**config.mk**
```make
export PLATFORM = sky130hd
export DESIGN_NAME = enemy_mover_flat
export DESIGN_NICKNAME = d
export VERILOG_FILES = /design/src/rtl/enemy_mover_if.sv /design/src/rtl/enemy_mover.sv /design/src/flat_wrapper.sv
export SDC_FILE = /design/constraint.sdc
export NUM_CORES = 1
export LEC_CHECK = 0
export CAP_MARGIN = 40
export CORE_MARGIN = 2
export CORE_UTILIZATION = 45
export CTS_CLUSTER_SIZE = 16
export DETAILED_ROUTE_END_ITERATION = 7
export PLACE_DENSITY = 0.62
export REMOVE_ABC_BUFFERS = 1
export SLEW_MARGIN = 20
export SYNTH_ARGS = -nofsm -noshare
export SYNTH_HDL_FRONTEND = slang
export SYNTH_SLANG_ARGS = --single-unit
```
**constraint.sdc**
```tcl
create_clock -name clock -period 6.8 [get_ports clock]
set_input_delay 1.36 -clock clock [delete_from_list [all_inputs] [get_ports clock]]
set_output_delay 1.36 -clock clock [all_outputs]
set_load 0.03 [all_outputs]
```
**src/rtl/enemy_mover_if.sv**
```systemverilog
// Shared grid memory port between enemy_mover (master) and the grid RAM (slave).
//   grid_x, grid_y : cell address (column, row)
//   grid_write     : write strobe, stores grid_in at (grid_x, grid_y)
//   grid_in        : write data
//   grid_out       : read data, valid a fixed number of cycles after the address
interface enemy_mover_if #(
    parameter int X_W    = 6,
    parameter int Y_W    = 5,
    parameter int CELL_W = 3
) ();
    logic [X_W-1:0]    grid_x;
    logic [Y_W-1:0]    grid_y;
    logic              grid_write;
    logic [CELL_W-1:0] grid_in;
    logic [CELL_W-1:0] grid_out;

    modport master (
        output grid_x,
        output grid_y,
        output grid_write,
        output grid_in,
        input  grid_out
    );

    modport slave (
        input  grid_x,
        input  grid_y,
        input  grid_write,
        input  grid_in,
        output grid_out
    );
endinterface

```
**src/rtl/enemy_mover.sv**
```systemverilog
// enemy_mover: rate-limited sweep that moves every enemy cell of the grid map
// by at most one cell, either in a random direction (with clockwise retry) or
// toward the player. Moved enemies are first marked MOVED_CODE so the raster
// scan cannot pick them up again; a second pass turns the marks back into
// ENEMY_CODE.
//   clock, reset          : clock, synchronous active-high reset
//   start                 : sweep request, honoured only while idle
//   mode                  : 0 = random, 1 = chase (latched when the sweep runs)
//   player_x, player_y    : player position (latched when the sweep runs)
//   done                  : one-cycle pulse when a request finishes or is skipped
//   moved_count           : enemies moved in the last sweep that ran (saturating)
//   grid                  : grid memory port (address, read data, write strobe/data)
module enemy_mover #(
    parameter int                GRID_W     = 40,
    parameter int                GRID_H     = 30,
    parameter int                X_W        = 6,
    parameter int                Y_W        = 5,
    parameter int                CELL_W     = 3,
    parameter logic [CELL_W-1:0] AIR_CODE   = CELL_W'(0),
    parameter logic [CELL_W-1:0] ENEMY_CODE = CELL_W'(4),
    parameter logic [CELL_W-1:0] MOVED_CODE = CELL_W'(5),
    parameter int                PERIOD     = 200000,
    parameter int                RD_LAT     = 1,
    parameter int                CNT_W      = 8
) (
    input  logic             clock,
    input  logic             reset,
    input  logic             start,
    input  logic             mode,
    input  logic [X_W-1:0]   player_x,
    input  logic [Y_W-1:0]   player_y,
    output logic             done,
    output logic [CNT_W-1:0] moved_count,
    enemy_mover_if.master    grid
);

    localparam int PER_W  = ($clog2(PERIOD + 1) > 0) ? $clog2(PERIOD + 1) : 1;
    localparam int WAIT_W = (RD_LAT > 1) ? $clog2(RD_LAT) : 1;
    localparam int D_W    = ((X_W > Y_W) ? X_W : Y_W) + 1;
    localparam logic [X_W-1:0] X_LAST = X_W'(GRID_W - 1);
    localparam logic [Y_W-1:0] Y_LAST = Y_W'(GRID_H - 1);

    typedef enum logic [4:0] {
        IDLE, GATE,
        SCAN_RD, SCAN_WAIT, SCAN_EVAL,
        CAND_RD, CAND_WAIT, CAND_EVAL,
        WRITE_NEW, ERASE_OLD, SCAN_NEXT,
        FIX_RD, FIX_WAIT, FIX_EVAL, FIX_WR, FIX_NEXT,
        DONE
    } state_t;

    typedef enum logic [1:0] {
        DIR_UP    = 2'd0,
        DIR_RIGHT = 2'd1,
        DIR_DOWN  = 2'd2,
        DIR_LEFT  = 2'd3
    } dir_t;

    state_t            state, state_next;
    logic [PER_W-1:0]  per_cnt;
    logic [7:0]        lfsr;
    logic              lfsr_fb;
    logic              ran;
    logic              mode_q;
    logic [X_W-1:0]    px_q, cur_x, cand_x;
    logic [Y_W-1:0]    py_q, cur_y, cand_y;
    logic [CNT_W-1:0]  run_cnt;
    logic [WAIT_W-1:0] wait_cnt;
    dir_t              cand_dir  [4];
    dir_t              build_dir [4];
    dir_t              cur_dir, x_dir, y_dir;
    logic [2:0]        cand_n, build_n, cand_idx;
    logic              cand_ok, last_cand, last_cell, wait_done, per_zero, use_cand;
    logic signed [X_W:0] dx;
    logic signed [Y_W:0] dy;
    logic [X_W:0]      ax;
    logic [Y_W:0]      ay;
    logic [D_W-1:0]    ax_e, ay_e;

    assign lfsr_fb   = lfsr[7] ^ lfsr[5] ^ lfsr[4] ^ lfsr[3];
    assign per_zero  = (per_cnt == '0);
    assign wait_done = (wait_cnt == WAIT_W'(RD_LAT - 1));
    assign last_cell = (cur_x == X_LAST) && (cur_y == Y_LAST);
    assign last_cand = ((cand_idx + 3'd1) >= cand_n);

    // Current candidate cell; cand_ok is low when the step would leave the grid,
    // in which case the candidate is dropped without issuing an address.
    always_comb begin
        cur_dir = cand_dir[cand_idx[1:0]];
        cand_x  = cur_x;
        cand_y  = cur_y;
        cand_ok = 1'b0;
        case (cur_dir)
            DIR_UP: begin
                cand_ok = (cur_y != '0);
                cand_y  = cur_y - Y_W'(1);
            end
            DIR_RIGHT: begin
                cand_ok = (cur_x != X_LAST);
                cand_x  = cur_x + X_W'(1);
            end
            DIR_DOWN: begin
                cand_ok = (cur_y != Y_LAST);
                cand_y  = cur_y + Y_W'(1);
            end
            DIR_LEFT: begin
                cand_ok = (cur_x != '0);
                cand_x  = cur_x - X_W'(1);
            end
            default: ;
        endcase
    end

    // Candidate list for the enemy under the cursor.
    always_comb begin
        for (int unsigned i = 0; i < 4; i++) begin
            build_dir[i] = DIR_UP;
        end
        build_n = 3'd0;
        dx      = $signed({1'b0, px_q}) - $signed({1'b0, cur_x});
        dy      = $signed({1'b0, py_q}) - $signed({1'b0, cur_y});
        ax      = dx[X_W] ? $unsigned(-dx) : $unsigned(dx);
        ay      = dy[Y_W] ? $unsigned(-dy) : $unsigned(dy);
        ax_e    = D_W'(ax);
        ay_e    = D_W'(ay);
        x_dir   = dx[X_W] ? DIR_LEFT : DIR_RIGHT;
        y_dir   = dy[Y_W] ? DIR_UP : DIR_DOWN;
        if (!mode_q) begin
            for (int unsigned i = 0; i < 4; i++) begin
                build_dir[i] = dir_t'(lfsr[1:0] + 2'(i));
            end
            build_n = 3'd4;
        end else if (dx == '0 && dy == '0) begin
            build_n = 3'd0;
        end else if (dx == '0) begin
            build_dir[0] = y_dir;
            build_n      = 3'd1;
        end else if (dy == '0) begin
            build_dir[0] = x_dir;
            build_n      = 3'd1;
        end else if (ax_e >= ay_e) begin
            build_dir[0] = x_dir;
            build_dir[1] = y_dir;
            build_n      = 3'd2;
        end else begin
            build_dir[0] = y_dir;
            build_dir[1] = x_dir;
            build_n      = 3'd2;
        end
    end

    always_ff @(posedge clock) begin
        if (reset) begin
            state <= IDLE;
        end else begin
            state <= state_next;
        end
    end

    always_comb begin
        state_next      = state;
        done            = 1'b0;
        grid.grid_write = 1'b0;
        grid.grid_in    = '0;
        use_cand        = 1'b0;
        case (state)
            IDLE:      if (start) state_next = GATE;
            GATE:      state_next = per_zero ? SCAN_RD : DONE;
            SCAN_RD:   state_next = SCAN_WAIT;
            SCAN_WAIT: if (wait_done) state_next = SCAN_EVAL;
            SCAN_EVAL: state_next = (grid.grid_out == ENEMY_CODE && build_n != 3'd0)
                                    ? CAND_RD : SCAN_NEXT;
            CAND_RD: begin
                use_cand = cand_ok;
                if (cand_ok)        state_next = CAND_WAIT;
                else if (last_cand) state_next = SCAN_NEXT;
            end
            CAND_WAIT: begin
                use_cand = 1'b1;
                if (wait_done) state_next = CAND_EVAL;
            end
            CAND_EVAL: begin
                use_cand = 1'b1;
                if (grid.grid_out == AIR_CODE) state_next = WRITE_NEW;
                else                           state_next = last_cand ? SCAN_NEXT : CAND_RD;
            end
            WRITE_NEW: begin
                use_cand        = 1'b1;
                grid.grid_write = 1'b1;
                grid.grid_in    = MOVED_CODE;
                state_next      = ERASE_OLD;
            end
            ERASE_OLD: begin
                grid.grid_write = 1'b1;
                grid.grid_in    = AIR_CODE;
                state_next      = SCAN_NEXT;
            end
            SCAN_NEXT: state_next = last_cell ? FIX_RD : SCAN_RD;
            FIX_RD:    state_next = FIX_WAIT;
            FIX_WAIT:  if (wait_done) state_next = FIX_EVAL;
            FIX_EVAL:  state_next = (grid.grid_out == MOVED_CODE) ? FIX_WR : FIX_NEXT;
            FIX_WR: begin
                grid.grid_write = 1'b1;
                grid.grid_in    = ENEMY_CODE;
                state_next      = FIX_NEXT;
            end
            FIX_NEXT:  state_next = last_cell ? DONE : FIX_RD;
            DONE: begin
                done       = 1'b1;
                state_next = IDLE;
            end
            default:   state_next = IDLE;
        endcase
        grid.grid_x = use_cand ? cand_x : cur_x;
        grid.grid_y = use_cand ? cand_y : cur_y;
    end

    always_ff @(posedge clock) begin
        if (reset) begin
            per_cnt     <= PER_W'(PERIOD);
            lfsr        <= 8'h01;
            ran         <= 1'b0;
            mode_q      <= 1'b0;
            px_q        <= '0;
            py_q        <= '0;
            cur_x       <= '0;
            cur_y       <= '0;
            run_cnt     <= '0;
            moved_count <= '0;
            wait_cnt    <= '0;
            cand_n      <= '0;
            cand_idx    <= '0;
            for (int unsigned i = 0; i < 4; i++) begin
                cand_dir[i] <= DIR_UP;
            end
        end else begin
            lfsr <= {lfsr[6:0], lfsr_fb};
            if (state == DONE && ran) begin
                per_cnt <= PER_W'(PERIOD);
            end else if (!per_zero) begin
                per_cnt <= per_cnt - PER_W'(1);
            end
            case (state)
                GATE: begin
                    ran <= per_zero;
                    if (per_zero) begin
                        mode_q  <= mode;
                        px_q    <= player_x;
                        py_q    <= player_y;
                        cur_x   <= '0;
                        cur_y   <= '0;
                        run_cnt <= '0;
                    end
                end
                SCAN_RD, FIX_RD: wait_cnt <= '0;
                CAND_RD: begin
                    wait_cnt <= '0;
                    if (!cand_ok) cand_idx <= cand_idx + 3'd1;
                end
                SCAN_WAIT, CAND_WAIT, FIX_WAIT: wait_cnt <= wait_cnt + WAIT_W'(1);
                SCAN_EVAL: begin
                    cand_dir <= build_dir;
                    cand_n   <= build_n;
                    cand_idx <= '0;
                end
                CAND_EVAL: if (grid.grid_out != AIR_CODE) cand_idx <= cand_idx + 3'd1;
                ERASE_OLD: if (run_cnt != '1) run_cnt <= run_cnt + CNT_W'(1);
                SCAN_NEXT, FIX_NEXT: begin
                    if (cur_x == X_LAST) begin
                        cur_x <= '0;
                        cur_y <= (cur_y == Y_LAST) ? '0 : cur_y + Y_W'(1);
                    end else begin
                        cur_x <= cur_x + X_W'(1);
                    end
                end
                DONE: if (ran) moved_count <= run_cnt;
                default: ;
            endcase
        end
    end

endmodule

```
**src/flat_wrapper.sv**
```systemverilog
// flat-port wrapper written by rule: the top's interface ports become plain ports
module enemy_mover_flat 
#(
    parameter int                GRID_W     = 40,
    parameter int                GRID_H     = 30,
    parameter int                X_W        = 6,
    parameter int                Y_W        = 5,
    parameter int                CELL_W     = 3,
    parameter logic [CELL_W-1:0] AIR_CODE   = CELL_W'(0),
    parameter logic [CELL_W-1:0] ENEMY_CODE = CELL_W'(4),
    parameter logic [CELL_W-1:0] MOVED_CODE = CELL_W'(5),
    parameter int                PERIOD     = 200000,
    parameter int                RD_LAT     = 1,
    parameter int                CNT_W      = 8
)
  (clock, reset, start, mode, player_x, player_y, done, moved_count, grid_grid_x, grid_grid_y, grid_grid_write, grid_grid_in, grid_grid_out);
  enemy_mover_if #(.X_W(X_W), .Y_W(Y_W), .CELL_W(CELL_W)) grid_i ();
  input  logic clock;
  input  logic reset;
  input  logic start;
  input  logic mode;
  input  logic [X_W-1:0] player_x;
  input  logic [Y_W-1:0] player_y;
  output logic done;
  output logic [CNT_W-1:0] moved_count;
  output wire logic [$bits(grid_i.grid_x)-1:0] grid_grid_x;
  output wire logic [$bits(grid_i.grid_y)-1:0] grid_grid_y;
  output wire logic [$bits(grid_i.grid_write)-1:0] grid_grid_write;
  output wire logic [$bits(grid_i.grid_in)-1:0] grid_grid_in;
  input wire logic [$bits(grid_i.grid_out)-1:0] grid_grid_out;
  assign grid_grid_x = grid_i.grid_x;
  assign grid_grid_y = grid_i.grid_y;
  assign grid_grid_write = grid_i.grid_write;
  assign grid_grid_in = grid_i.grid_in;
  assign grid_i.grid_out = grid_grid_out;
  enemy_mover #(.GRID_W(GRID_W), .GRID_H(GRID_H), .X_W(X_W), .Y_W(Y_W), .CELL_W(CELL_W), .AIR_CODE(AIR_CODE), .ENEMY_CODE(ENEMY_CODE), .MOVED_CODE(MOVED_CODE), .PERIOD(PERIOD), .RD_LAT(RD_LAT), .CNT_W(CNT_W)) u_core (.clock(clock), .reset(reset), .start(start), .mode(mode), .player_x(player_x), .player_y(player_y), .done(done), .moved_count(moved_count), .grid(grid_i));
endmodule
```
==> flow_metrics.env <==
export IMPL_synthXorXnorAreaFrac=0.0790
export IMPL_cts_resized=0
export IMPL_wl_um=12500
export IMPL_synth_simple_area_share=0.254
export IMPL_portBuffers=40
export IMPL_final_setup_tns_ps=0
export IMPL_r2r_end="u_core.cand_dir[5]"
export IMPL_ys_dominant_reg_cell="dfxtp_1"
export IMPL_syn_area_mm2=0.00532
export IMPL_cts_hold_buf=0
export IMPL_clock_sinks=86
export IMPL_cp_start_kind="flip-flop"
export IMPL_slew_violations=0
export IMPL_synth_top_family_by_area="simple AND/OR/NAND/NOR gates"
export IMPL_synth_cells=674
export IMPL_post_place_cells=832
export IMPL_min_from="u_core.lfsr[6]"
export IMPL_fillers=1105
export IMPL_clkLatencyLatePin_ps=350
export IMPL_die_x_um=113
export IMPL_outcome="finished clean"
export IMPL_cts_tree="built"
export IMPL_firstDrtPassIters=5
export IMPL_syn_avg_cell_area_um2=7.90
export IMPL_synth_area_leaders="dfxtp_1 (32%), ha_1 (7.8%), a21oi_1 (5.6%), nor2_1 (5.6%), nand2_1 (5.1%)"
export IMPL_synth_edff_count=0
export IMPL_vias=4735
export IMPL_fin_nets=754
export IMPL_cp_max_fo=16
export IMPL_areaGrowthSynthToFinish_pct=15.1
export IMPL_coreArea_mm2=0.0115
export IMPL_rsz0062_at_grt="no"
export IMPL_overflow=0
export IMPL_drt_iter0_drc=358
export IMPL_drtAntennaViolNets=0
export IMPL_drc=0
export IMPL_cpPeakStageDelay_ps=750
export IMPL_p_leak_nw=2.33
export IMPL_die_area_mm2=0.0127
export IMPL_synth_top_area_frac=0.324
export IMPL_crit_slowest_cell="clkdlybuf4s50_1"
export IMPL_yosysMostFrequentCell="dfxtp_1"
export IMPL_crit_arrival_ps=3490
export IMPL_synth_top_area_cell="dfxtp_1"
export IMPL_yosysUniqueCellTypes=61
export IMPL_routabilityCongestion=0.918
export IMPL_hold_viol=0
export IMPL_clk_path_buf_depth=2
export IMPL_synth_yosys_seq_area_share=0.324
export IMPL_path_class="reg -> out"
export IMPL_worstPathRequired_ps=5440
export IMPL_path_cells="mux4_2 -> mux2i_1 -> or3_1 -> a21o_1 -> o21ai_0 -> clkdlybuf4s50_1"
export IMPL_min_period_ps=4850
export IMPL_clk_pin_slew_ps=70
export IMPL_yosysWarningCount=0
export IMPL_clockRootBuffer="clkbuf_16"
export IMPL_hold_class="reg -> reg"
export IMPL_synth_mux_area_frac=0.0421
export IMPL_drive_above_1_share=0.0453
export IMPL_dp_hpwl_um=9240
export IMPL_wl_per_cell_um=14.8
export IMPL_fin_total_pwr_mw=1.23
export IMPL_cp_end_kind="output port"
export IMPL_pin_count=42
export IMPL_die_y_um=113
export IMPL_period_share=0.714
export IMPL_min_path_cells=1
export IMPL_worstReg2RegStart="u_core.cur_x[0]"
export IMPL_power_density_mw_per_mm2=200
export IMPL_synth_common_cells="dfxtp_1 (86), nor2_1 (79), nand2_1 (73)"
export IMPL_hold_end="u_core.lfsr[7]"
export IMPL_viasPerCell=5.58
export IMPL_final_cell_count_no_fill=849
export IMPL_postCtsSetupBuffers=0
export IMPL_max_cap_violations=0
export IMPL_vdd_drop_max_mv=0.132
export IMPL_setup_viol=0
export IMPL_finClkSkew_ps=9.39
export IMPL_rr_worst_depth=16
export IMPL_grt_max_degree=62
export IMPL_slew_headroom=0.456
export IMPL_synth_seq_cells=86
export IMPL_numCtsBuffers=9
export IMPL_fmax_mhz=206
export IMPL_synth_compound_area_frac=0.175
export IMPL_grt_pass1_vias=4455
export IMPL_antenna_found_initial=0
export IMPL_row_count=39
export IMPL_worst_pin_slew_ps=809
export IMPL_synth_fa_ha_area_frac=0.0851
export IMPL_grtUsageTotal=0.205
export IMPL_initial_core_util=0.464
export IMPL_htree_levels=3
export IMPL_async_reset_ff_frac=0
export IMPL_timing_reg2reg_setup_slack_ps=2840
export IMPL_grt_pass1_wl_um=21100
export IMPL_n_antenna_cell=0
registers in the layout (all words and copies together), names as in the netlist:
register and cells:
u_core.per_cnt 18, u_core.cand_dir 8, u_core.lfsr 8, u_core.moved_count 8
u_core.run_cnt 8, u_core.cur_x 6, u_core.px_q 6, u_core.cur_y 5
u_core.py_q 5, u_core.state 5, u_core.cand_idx 3, u_core.cand_n 3
u_core.mode_q 1, u_core.ran 1, u_core.wait_cnt 1
power by group:
group | total (mW) | internal, mW | leakage, nW | switching, mW
logic | 0.154 | 0.0658 | 1.48 | 0.0879
clock network | 0.513 | 0.290 | 0.148 | 0.223
registers | 0.559 | 0.523 | 0.696 | 0.0358
area by class of cell:
cell class	count	area, um^2	area share
clock buffer	9	225	0.0368
clock inverter	7	80.1	0.0131
multi-input combinational	531	3390	0.553
inverter	30	113	0.0184
sequential	86	1720	0.281
timing repair buffer	43	423	0.0690
tap	143	179	0.0292
metal layers:
metal	vias up	wire, um	track usage
met4	0	294	0.0927
li1	2431	-	-
met5	-	0	0
met2	112	5540	0.318
met3	18	562	0.0316
met1	2174	6140	0.282
kinds of logic (layout without fill, tap and decap cells):
logic type,Yosys count,in the layout
DFF,86,86
muxes,19,19
adders and majority gates,35,35
xor gates and xnor gates,48,48
and+or+nand+nor,278,278
AOI/OAI and AO/OA,150,150
other,1,1
buffers and inverters,57,89
how the worst max path moves through the flow:
stage                                   from              to  slack [ps]  depth (start not counted)
after CTS                 u_core.cand_idx[0]  grid_grid_y[1]        1970                          6
final                     u_core.cand_idx[0]  grid_grid_y[1]        1950                          6
after global placement    u_core.cand_idx[0]  grid_grid_y[1]        2410                          6
after global routing         u_core.state[2]  grid_grid_x[2]        1780                          8
after floorplan           u_core.cand_idx[0]  grid_grid_x[1]        2890                          6
after detailed placement  u_core.cand_idx[0]  grid_grid_y[1]        2360                          6
critical path: cells and delay by family (launching register included):
kind	cells	cell delay, ps
mux	2	950
buf+inv	1	750
compound gates	2	660
flops	1	460
simple gates	1	330
layout by cell type (no fill, tap or decap), types with 13 or more instances in the layout:
master           instances
dfxtp_1                 86
nor2_1                  79
nand2_1                 73
a21oi_1                 60
clkdlybuf4s50_1         39
ha_1                    33
inv_1                   30
xnor2_1                 30
o21ai_0                 26
nand3_1                 22
nor3_1                  18
xor2_1                  18
mux2i_1                 16
nor2b_1                 13
per-stage QoR:
step	setup WS [ps]	util	cell area, um^2	hold WS (ps)
6_report	1950	0.534	6130	447
5_1_grt	1780	0.534	6130	465
4_1_cts	1970	0.534	6120	450
3_5_place_dp	2360	0.507	5820	422
3_3_place_gp	2410	0.506	5800	421
2_1_floorplan	2890	-	5220	414
Power figures use the tool's default switching activity.
